$ cat config.mk
export PLATFORM = sky130hd
export DESIGN_NAME = vx_writeback_multi
export DESIGN_NICKNAME = d
export VERILOG_FILES = /design/src/rtl/vx_wb_pkg.sv /design/src/rtl/vx_wb_grant_scan.sv /design/src/rtl/vx_writeback_multi.sv
export SDC_FILE = /design/constraint.sdc
export NUM_CORES = 2
export LEC_CHECK = 0
export ABC_AREA = 1
export CORE_AREA = 4 4 554 556
export DETAILED_ROUTE_END_ITERATION = 16
export DIE_AREA = 0 0 558 560
export GPL_TIMING_DRIVEN = 0
export PLACE_DENSITY = 0.36
export SLEW_MARGIN = 25
export SYNTH_ARGS = -nofsm -noshare
export SYNTH_HDL_FRONTEND = slang
export SYNTH_SLANG_ARGS = --single-unit
$ cat constraint.sdc
create_clock -name clk -period 23.5 [get_ports clk]
set_input_delay 7.05 -clock clk [delete_from_list [all_inputs] [get_ports clk]]
set_output_delay 7.05 -clock clk [all_outputs]
set_load 0.01 [all_outputs]
$ cat src/rtl/vx_wb_pkg.sv
// Shared types and helpers for the multi-lane writeback arbiter.
package vx_wb_pkg;

    localparam logic [7:0] ARB_RR   = "R";
    localparam logic [7:0] ARB_PRIO = "P";

    localparam int WB_NUM_THREADS = 4;
    localparam int WB_NW_BITS     = 2;
    localparam int WB_NR_BITS     = 6;

    // Layout of one commit/lane payload at the default sizing; the flat
    // vectors in the top use the same MSB-to-LSB field order.
    typedef struct packed {
        logic [WB_NW_BITS-1:0]        wid;
        logic [31:0]                  PC;
        logic [WB_NUM_THREADS-1:0]    tmask;
        logic [WB_NR_BITS-1:0]        rd;
        logic [WB_NUM_THREADS*32-1:0] data;
        logic                         eop;
    } wb_req_t;

    function automatic int wb_req_width(input int nw_bits, input int nr_bits,
                                        input int num_threads);
        return nw_bits + 32 + num_threads + nr_bits + num_threads * 32 + 1;
    endfunction

endpackage

$ cat src/rtl/vx_wb_grant_scan.sv
// Combinational multi-grant scan: up to NUM_WB_PORTS grants starting at start_i,
// skipping any source whose (wid, rd) matches an earlier grant this cycle.
module vx_wb_grant_scan
    import vx_wb_pkg::*;
#(
    parameter int NUM_REQS     = 6,
    parameter int NUM_WB_PORTS = 2,
    parameter int NW_BITS      = 2,
    parameter int NR_BITS      = 6
) (
    input  logic [NUM_REQS-1:0]         eligible_i,
    input  logic [NUM_REQS*NW_BITS-1:0] wid_i,
    input  logic [NUM_REQS*NR_BITS-1:0] rd_i,
    input  logic [((NUM_REQS > 1) ? $clog2(NUM_REQS) : 1)-1:0] start_i,
    output logic [NUM_REQS-1:0]         grant_o,
    output logic [NUM_REQS*((NUM_WB_PORTS > 1) ? $clog2(NUM_WB_PORTS) : 1)-1:0] lane_idx_o,
    output logic [((NUM_REQS > 1) ? $clog2(NUM_REQS) : 1)-1:0] last_idx_o,
    output logic                        any_grant_o
);

    localparam int IDX_W  = (NUM_REQS > 1) ? $clog2(NUM_REQS) : 1;
    localparam int LANE_W = (NUM_WB_PORTS > 1) ? $clog2(NUM_WB_PORTS) : 1;
    localparam int CNT_W  = $clog2(NUM_WB_PORTS + 1);

    always_comb begin : scan
        logic [NUM_REQS-1:0] gnt;
        logic [CNT_W-1:0]    cnt;
        logic                hit;
        int                  idx;
        gnt         = '0;
        cnt         = '0;
        hit         = 1'b0;
        idx         = 0;
        lane_idx_o  = '0;
        last_idx_o  = '0;
        any_grant_o = 1'b0;
        for (int k = 0; k < NUM_REQS; k++) begin
            idx = int'(start_i) + k;
            if (idx >= NUM_REQS) idx = idx - NUM_REQS;
            hit = 1'b0;
            for (int j = 0; j < NUM_REQS; j++) begin
                if (gnt[j] && wid_i[j*NW_BITS +: NW_BITS] == wid_i[idx*NW_BITS +: NW_BITS]
                           && rd_i[j*NR_BITS +: NR_BITS] == rd_i[idx*NR_BITS +: NR_BITS])
                    hit = 1'b1;
            end
            if (eligible_i[idx] && int'(cnt) < NUM_WB_PORTS && !hit) begin
                gnt[idx]                        = 1'b1;
                lane_idx_o[idx*LANE_W +: LANE_W] = LANE_W'(cnt);
                cnt                             = cnt + CNT_W'(1);
                last_idx_o                      = IDX_W'(idx);
                any_grant_o                     = 1'b1;
            end
        end
        grant_o = gnt;
    end

endmodule

$ cat src/rtl/vx_writeback_multi.sv
// N commit sources onto M registered writeback lanes; latency 1 from accept to lane.
// Any lane valid & not ready stalls every lane and acknowledges no writeback source.
module vx_writeback_multi
    import vx_wb_pkg::*;
#(
    parameter int         NUM_REQS     = 6,
    parameter int         NUM_WB_PORTS = 2,
    parameter int         NUM_THREADS  = 4,
    parameter int         NW_BITS      = 2,
    parameter int         NR_BITS      = 6,
    parameter logic [7:0] ARB_MODE     = ARB_RR,
    parameter int         PERF_W       = 32
) (
    input  logic                                 clk,
    input  logic                                 reset,
    input  logic [NUM_REQS-1:0]                  in_valid,
    input  logic [NUM_REQS-1:0]                  in_wb,
    input  logic [NUM_REQS*NW_BITS-1:0]          in_wid,
    input  logic [NUM_REQS*32-1:0]               in_PC,
    input  logic [NUM_REQS*NUM_THREADS-1:0]      in_tmask,
    input  logic [NUM_REQS*NR_BITS-1:0]          in_rd,
    input  logic [NUM_REQS*NUM_THREADS*32-1:0]   in_data,
    input  logic [NUM_REQS-1:0]                  in_eop,
    output logic [NUM_REQS-1:0]                  in_ready,
    output logic [NUM_WB_PORTS-1:0]              out_valid,
    output logic [NUM_WB_PORTS*NW_BITS-1:0]      out_wid,
    output logic [NUM_WB_PORTS*32-1:0]           out_PC,
    output logic [NUM_WB_PORTS*NUM_THREADS-1:0]  out_tmask,
    output logic [NUM_WB_PORTS*NR_BITS-1:0]      out_rd,
    output logic [NUM_WB_PORTS*NUM_THREADS*32-1:0] out_data,
    output logic [NUM_WB_PORTS-1:0]              out_eop,
    input  logic [NUM_WB_PORTS-1:0]              out_ready,
    output logic [PERF_W-1:0]                    perf_wb_count
);

    localparam int REQ_W     = wb_req_width(NW_BITS, NR_BITS, NUM_THREADS);
    localparam int DATA_W    = NUM_THREADS * 32;
    localparam int IDX_W     = (NUM_REQS > 1) ? $clog2(NUM_REQS) : 1;
    localparam int LANE_W    = (NUM_WB_PORTS > 1) ? $clog2(NUM_WB_PORTS) : 1;
    localparam int DATA_OFF  = 1;
    localparam int RD_OFF    = DATA_OFF + DATA_W;
    localparam int TMASK_OFF = RD_OFF + NR_BITS;
    localparam int PC_OFF    = TMASK_OFF + NUM_THREADS;
    localparam int WID_OFF   = PC_OFF + 32;

    logic [NUM_REQS*REQ_W-1:0]     req_flat;
    logic [NUM_REQS-1:0]           eligible;
    logic [NUM_REQS-1:0]           grant;
    logic [NUM_REQS*LANE_W-1:0]    lane_idx;
    logic [IDX_W-1:0]              last_idx;
    logic                          any_grant;
    logic [IDX_W-1:0]              scan_start;
    logic                          stall;

    logic [NUM_WB_PORTS-1:0]       out_valid_q, lane_vld_d;
    logic [NUM_WB_PORTS*REQ_W-1:0] out_req_q, lane_req_d;
    logic [IDX_W-1:0]              rr_ptr_q, rr_ptr_d;
    logic [PERF_W-1:0]             perf_q, perf_d;

    for (genvar i = 0; i < NUM_REQS; i++) begin : g_pack
        assign req_flat[i*REQ_W +: REQ_W] = {in_wid[i*NW_BITS +: NW_BITS], in_PC[i*32 +: 32],
                                             in_tmask[i*NUM_THREADS +: NUM_THREADS],
                                             in_rd[i*NR_BITS +: NR_BITS],
                                             in_data[i*DATA_W +: DATA_W], in_eop[i]};
    end

    assign eligible   = in_valid & in_wb;
    assign scan_start = (ARB_MODE == ARB_PRIO) ? '0 : rr_ptr_q;
    assign stall      = |(out_valid_q & ~out_ready);

    vx_wb_grant_scan #(
        .NUM_REQS     (NUM_REQS),
        .NUM_WB_PORTS (NUM_WB_PORTS),
        .NW_BITS      (NW_BITS),
        .NR_BITS      (NR_BITS)
    ) u_scan (
        .eligible_i  (eligible),
        .wid_i       (in_wid),
        .rd_i        (in_rd),
        .start_i     (scan_start),
        .grant_o     (grant),
        .lane_idx_o  (lane_idx),
        .last_idx_o  (last_idx),
        .any_grant_o (any_grant)
    );

    // Non-writeback commits retire immediately, stalled or not; nothing acks in reset.
    assign in_ready = reset ? ((in_valid & ~in_wb) | (grant & {NUM_REQS{~stall}})) : '0;

    always_comb begin
        lane_vld_d = '0;
        lane_req_d = '0;
        for (int i = 0; i < NUM_REQS; i++) begin
            for (int m = 0; m < NUM_WB_PORTS; m++) begin
                if (grant[i] && lane_idx[i*LANE_W +: LANE_W] == LANE_W'(m)) begin
                    lane_vld_d[m]                = 1'b1;
                    lane_req_d[m*REQ_W +: REQ_W] = req_flat[i*REQ_W +: REQ_W];
                end
            end
        end
    end

    always_comb begin
        rr_ptr_d = rr_ptr_q;
        if (!stall && any_grant)
            rr_ptr_d = (int'(last_idx) == NUM_REQS - 1) ? '0 : last_idx + IDX_W'(1);
        perf_d = perf_q;
        for (int m = 0; m < NUM_WB_PORTS; m++) begin
            if (out_valid_q[m] && out_ready[m]) perf_d = perf_d + PERF_W'(1);
        end
    end

    always_ff @(posedge clk) begin
        if (!reset) begin
            out_valid_q <= '0;
            rr_ptr_q    <= '0;
            perf_q      <= '0;
        end else begin
            rr_ptr_q <= rr_ptr_d;
            perf_q   <= perf_d;
            if (!stall) out_valid_q <= lane_vld_d;
        end
    end

    always_ff @(posedge clk) begin
        if (!stall) out_req_q <= lane_req_d;
    end

    for (genvar m = 0; m < NUM_WB_PORTS; m++) begin : g_unpack
        assign out_wid[m*NW_BITS +: NW_BITS]         = out_req_q[m*REQ_W + WID_OFF +: NW_BITS];
        assign out_PC[m*32 +: 32]                    = out_req_q[m*REQ_W + PC_OFF +: 32];
        assign out_tmask[m*NUM_THREADS +: NUM_THREADS] = out_req_q[m*REQ_W + TMASK_OFF +: NUM_THREADS];
        assign out_rd[m*NR_BITS +: NR_BITS]          = out_req_q[m*REQ_W + RD_OFF +: NR_BITS];
        assign out_data[m*DATA_W +: DATA_W]          = out_req_q[m*REQ_W + DATA_OFF +: DATA_W];
        assign out_eop[m]                            = out_req_q[m*REQ_W];
    end

    assign out_valid     = out_valid_q;
    assign perf_wb_count = perf_q;

endmodule

==> flow_results.org <==
** Status
- The run finished with clean final reports.

** Yosys
- Leading cell type by number of instances after synthesis :: sky130_fd_sc_hd__nand2_1
- Sequential cell area fraction in the yosys report :: 25.1%
- Unique cell type count in the Yosys netlist :: 70
- Post-Synthesis Cell Area :: 44,300 sq um
- After synthesis, the largest area contributor takes up 23.5% of total cell area.
- For this run, the number of Yosys warnings is 0.
- By count the netlist is led by sky130_fd_sc_hd__nand2_1, sky130_fd_sc_hd__nand3_1, sky130_fd_sc_hd__nor2_1.
- Post-synthesis cell count :: 7,209
- Net Count, Synth :: 8,360
- Post-synthesis average cell area :: 6.14 sq um
- Top post-synthesis cells by area :: sky130_fd_sc_hd__edfxtp_1, sky130_fd_sc_hd__nand3_1, sky130_fd_sc_hd__nand2_1, sky130_fd_sc_hd__nor2_1, sky130_fd_sc_hd__inv_1
- Top flip-flop cell by instance count after synthesis :: sky130_fd_sc_hd__edfxtp_1
- Flip-flop and latch count after synthesis :: 383
- In this run, synthesis inferred 346 flip-flops with an integrated enable.
- sky130_fd_sc_hd__edfxtp_1 takes more of the synthesized area than any other cell.
- Of all flip-flops after synthesis, the portion carrying an async set or reset was 0%.

** Critical path
- On the critical path, the stage with the largest delay is an instance of sky130_fd_sc_hd__clkbuf_1.
- Most frequent CP cell :: sky130_fd_sc_hd__nand2_1
- STA puts the critical path data required time at 16.45 ns.
- Critical Path Fanout Max :: 10
- The worst setup path is of the in -> out kind.
- For the worst setup path, the data arrival time is 16.29 ns.
- Critical path startpoint category :: input pin
- The worst setup path is captured at a primary output.
- For this run, the slowest stage of the critical path takes 0.74 ns.

** STA
- The number of max-slew violations in the final report came to 0.
- Setup violations remaining at the end of the flow were counted as 0.
- Highest Clock Rate :: 42.8 MHz
- Worst clock skew on the final layout :: 0.0876 ns
- For the finished layout, the period the worst path requires is 23.34 ns.
- Final critical-path setup slack :: 0.162 ns
- Measured slew at the worst slew-check pin :: 1.21 ns
- Number of hold-slack violations in the final timing report :: 0
- In the finished design, the share of the clock period the worst path needs comes to 99.3%.
- Worst-case headroom to the max-slew limit :: 19.6%

** Floorplanning
- The die covers 312,000 sq um.
- After floorplanning, the core was sized to cover 302,000 sq um.
- 1,440 I/O pins were placed.
- Chip width :: 558 um
- Row count :: 202
- Height of the die :: 560 um
- The initial utilization of the core area, before any placement, comes to 14.7%.

** Global route
- Largest net degree at the start of global routing :: 63
- The first global-routing pass estimated 701,000 um of wire.
- The number of global-route vias before repair came to 61,600.
- Number of antenna violations at the first check in global routing :: 317
- Total gr overflow :: 0
- Across every metal layer, demand over resource in global routing totals 34.7%.

** Place
- Placed instance count :: 12,600
- After legalization and detailed placement, the total HPWL measured 474,000 um.
- During placement, the flow inserted port buffers numbering 1,418.
- Last weighted congestion value of the routability-driven placer :: 1.02
- Timing analysis after detailed placement gives a worst setup slack of -0.898 ns.

** Clock network
- Clock tree from TritonCTS :: built
- Maximum level of the CTS H-tree :: 3
- Number of clock sinks seen by CTS :: 383
- CTS root buffer :: sky130_fd_sc_hd__clkbuf_16
- Setup Buffers After CTS :: 0
- Skew-Pair Late Insertion Delay :: 0.85 ns
- Clock transition at path regs :: 0.05 ns
- Inserted Clock Buffers :: 71
- Counting along the longest clock path gives a buffer depth of 4.
- Hold buffers post-CTS :: 0

** Drt
- Total detailed-routing wirelength :: 571,000 um
- Number of optimization iterations in the first detailed-route pass :: 9
- Routed via count :: 66,100
- Dividing the detail-routed via count by the number of cells gives 5.10.
- Average detailed-routed wire length per instance :: 44.1 um
- Remaining design rule violation count :: 0
- Count of antenna-violating nets left after detailed routing :: 0
- For this block, the initial DRC count from the detailed router was 8,596.

** Job
- Number of violations of the max-capacitance limit :: 0

** Cells and area
- Area overhead of the layout relative to synthesis :: 52.0%
- Post-route non-filler standard cell count :: 13,000
- Fraction of the core area covered by cells at the end of the flow :: 22.3%
- Share of layout cells above drive strength 1 :: 7.00%
- Final-stage net count :: 9,891

** Min path
- Type of the most critical hold path :: reg -> reg
[final timing paths]
kind	from	endpoint	slack (ns)	depth (start not counted)
worst min register to register	perf_wb_count[31]$_SDFF_PN0_	perf_wb_count[31]$_SDFF_PN0_	0.58	3
worst max register to register	rr_ptr_q[0]$_SDFFE_PN0P_	out_req_q[57]$_DFFE_PN_	7.05	64
worst max-delay path	in_rd[19]	in_ready[0]	0.16	42
worst min-delay path	perf_wb_count[31]$_SDFF_PN0_	perf_wb_count[31]$_SDFF_PN0_	0.58	3
[placed cells by master, fill, tap and decap left out, drive strengths merged, types with 110 or more instances in the layout]
cell / instances
edfxtp: 346
nand2: 1827
o21ai: 281
clkdlybuf4s50: 1417
a21oi: 351
buf: 301
nor2: 718
nand3: 1401
nand4: 110
clkbuf: 309
a22oi: 215
xor2: 134
nand3b: 122
diode: 196
inv: 741
[final cells by class]
type | instances | area, sq um
fill | 34200 | 235000
buffer | 487 | 2330
sequential | 383 | 11100
antenna | 196 | 490
timing repair buffer | 1459 | 15100
multi-input combinational | 5588 | 28200
inverter | 750 | 2820
clock buffer | 82 | 1840
clock inverter | 42 | 375
tap | 3978 | 4980
[timing repair]
| item | 4_1_cts | 5_1_grt |
|---|---|---|
| gates cloned | 0 | 0 |
| endpoints found under the setup margin | 3 | 2 |
| resized for setup | 10 | 6 |
[critical path: cells and delay by family]
| kind | cells | cell delay, ns |
|---|---|---|
| buffers and inverters | 7 | 2.96 |
| AOI/OAI and AO/OA | 2 | 0.31 |
| adders and majority gates | 1 | 0.22 |
| and+or+nand+nor | 31 | 5.25 |
| xor gates and xnor gates | 1 | 0.41 |
[state kept, by name, summed over array words and instances, names as in the netlist]
name,count
rr_ptr_q,3
out_valid,2
perf_wb_count,32
out_req_q,346
[logic make-up after synthesis]
logic type | count (synthesis) | synth area share, %
and+or+nand+nor | 4301 | 43.3
xor gates and xnor gates | 153 | 3.04
DFF | 383 | 25.1
buffers and inverters | 1238 | 11.4
adders and majority gates | 97 | 2.79
AOI/OAI and AO/OA | 1035 | 14.2
muxes | 2 | 0.0509
[layer usage]
| layer | global-route usage (%) | up-vias | wire length (um) |
|---|---|---|---|
| li1 | - | 27700 | - |
| met1 | 40.0 | 32700 | 216000 |
| met2 | 54.2 | 4513 | 253000 |
| met3 | 10.9 | 1172 | 54400 |
| met4 | 24.7 | 100 | 47000 |
| met5 | 0 | - | 664 |
[metrics by stage]
stage,setup TNS [ns],hold slack [ns],cell area [sq um]
after floorplan,0,0.577,44300
after global placement,-898.08,0.562,63400
after detailed placement,-1.87,0.577,64500
after CTS,0,0.599,66800
after global routing,-0.00841,0.628,67100
final,0,0.584,67300
Power is left out: the tool's default activity adds up to more than one toggle a clock period on the data nets, which glitch-free logic cannot reach.
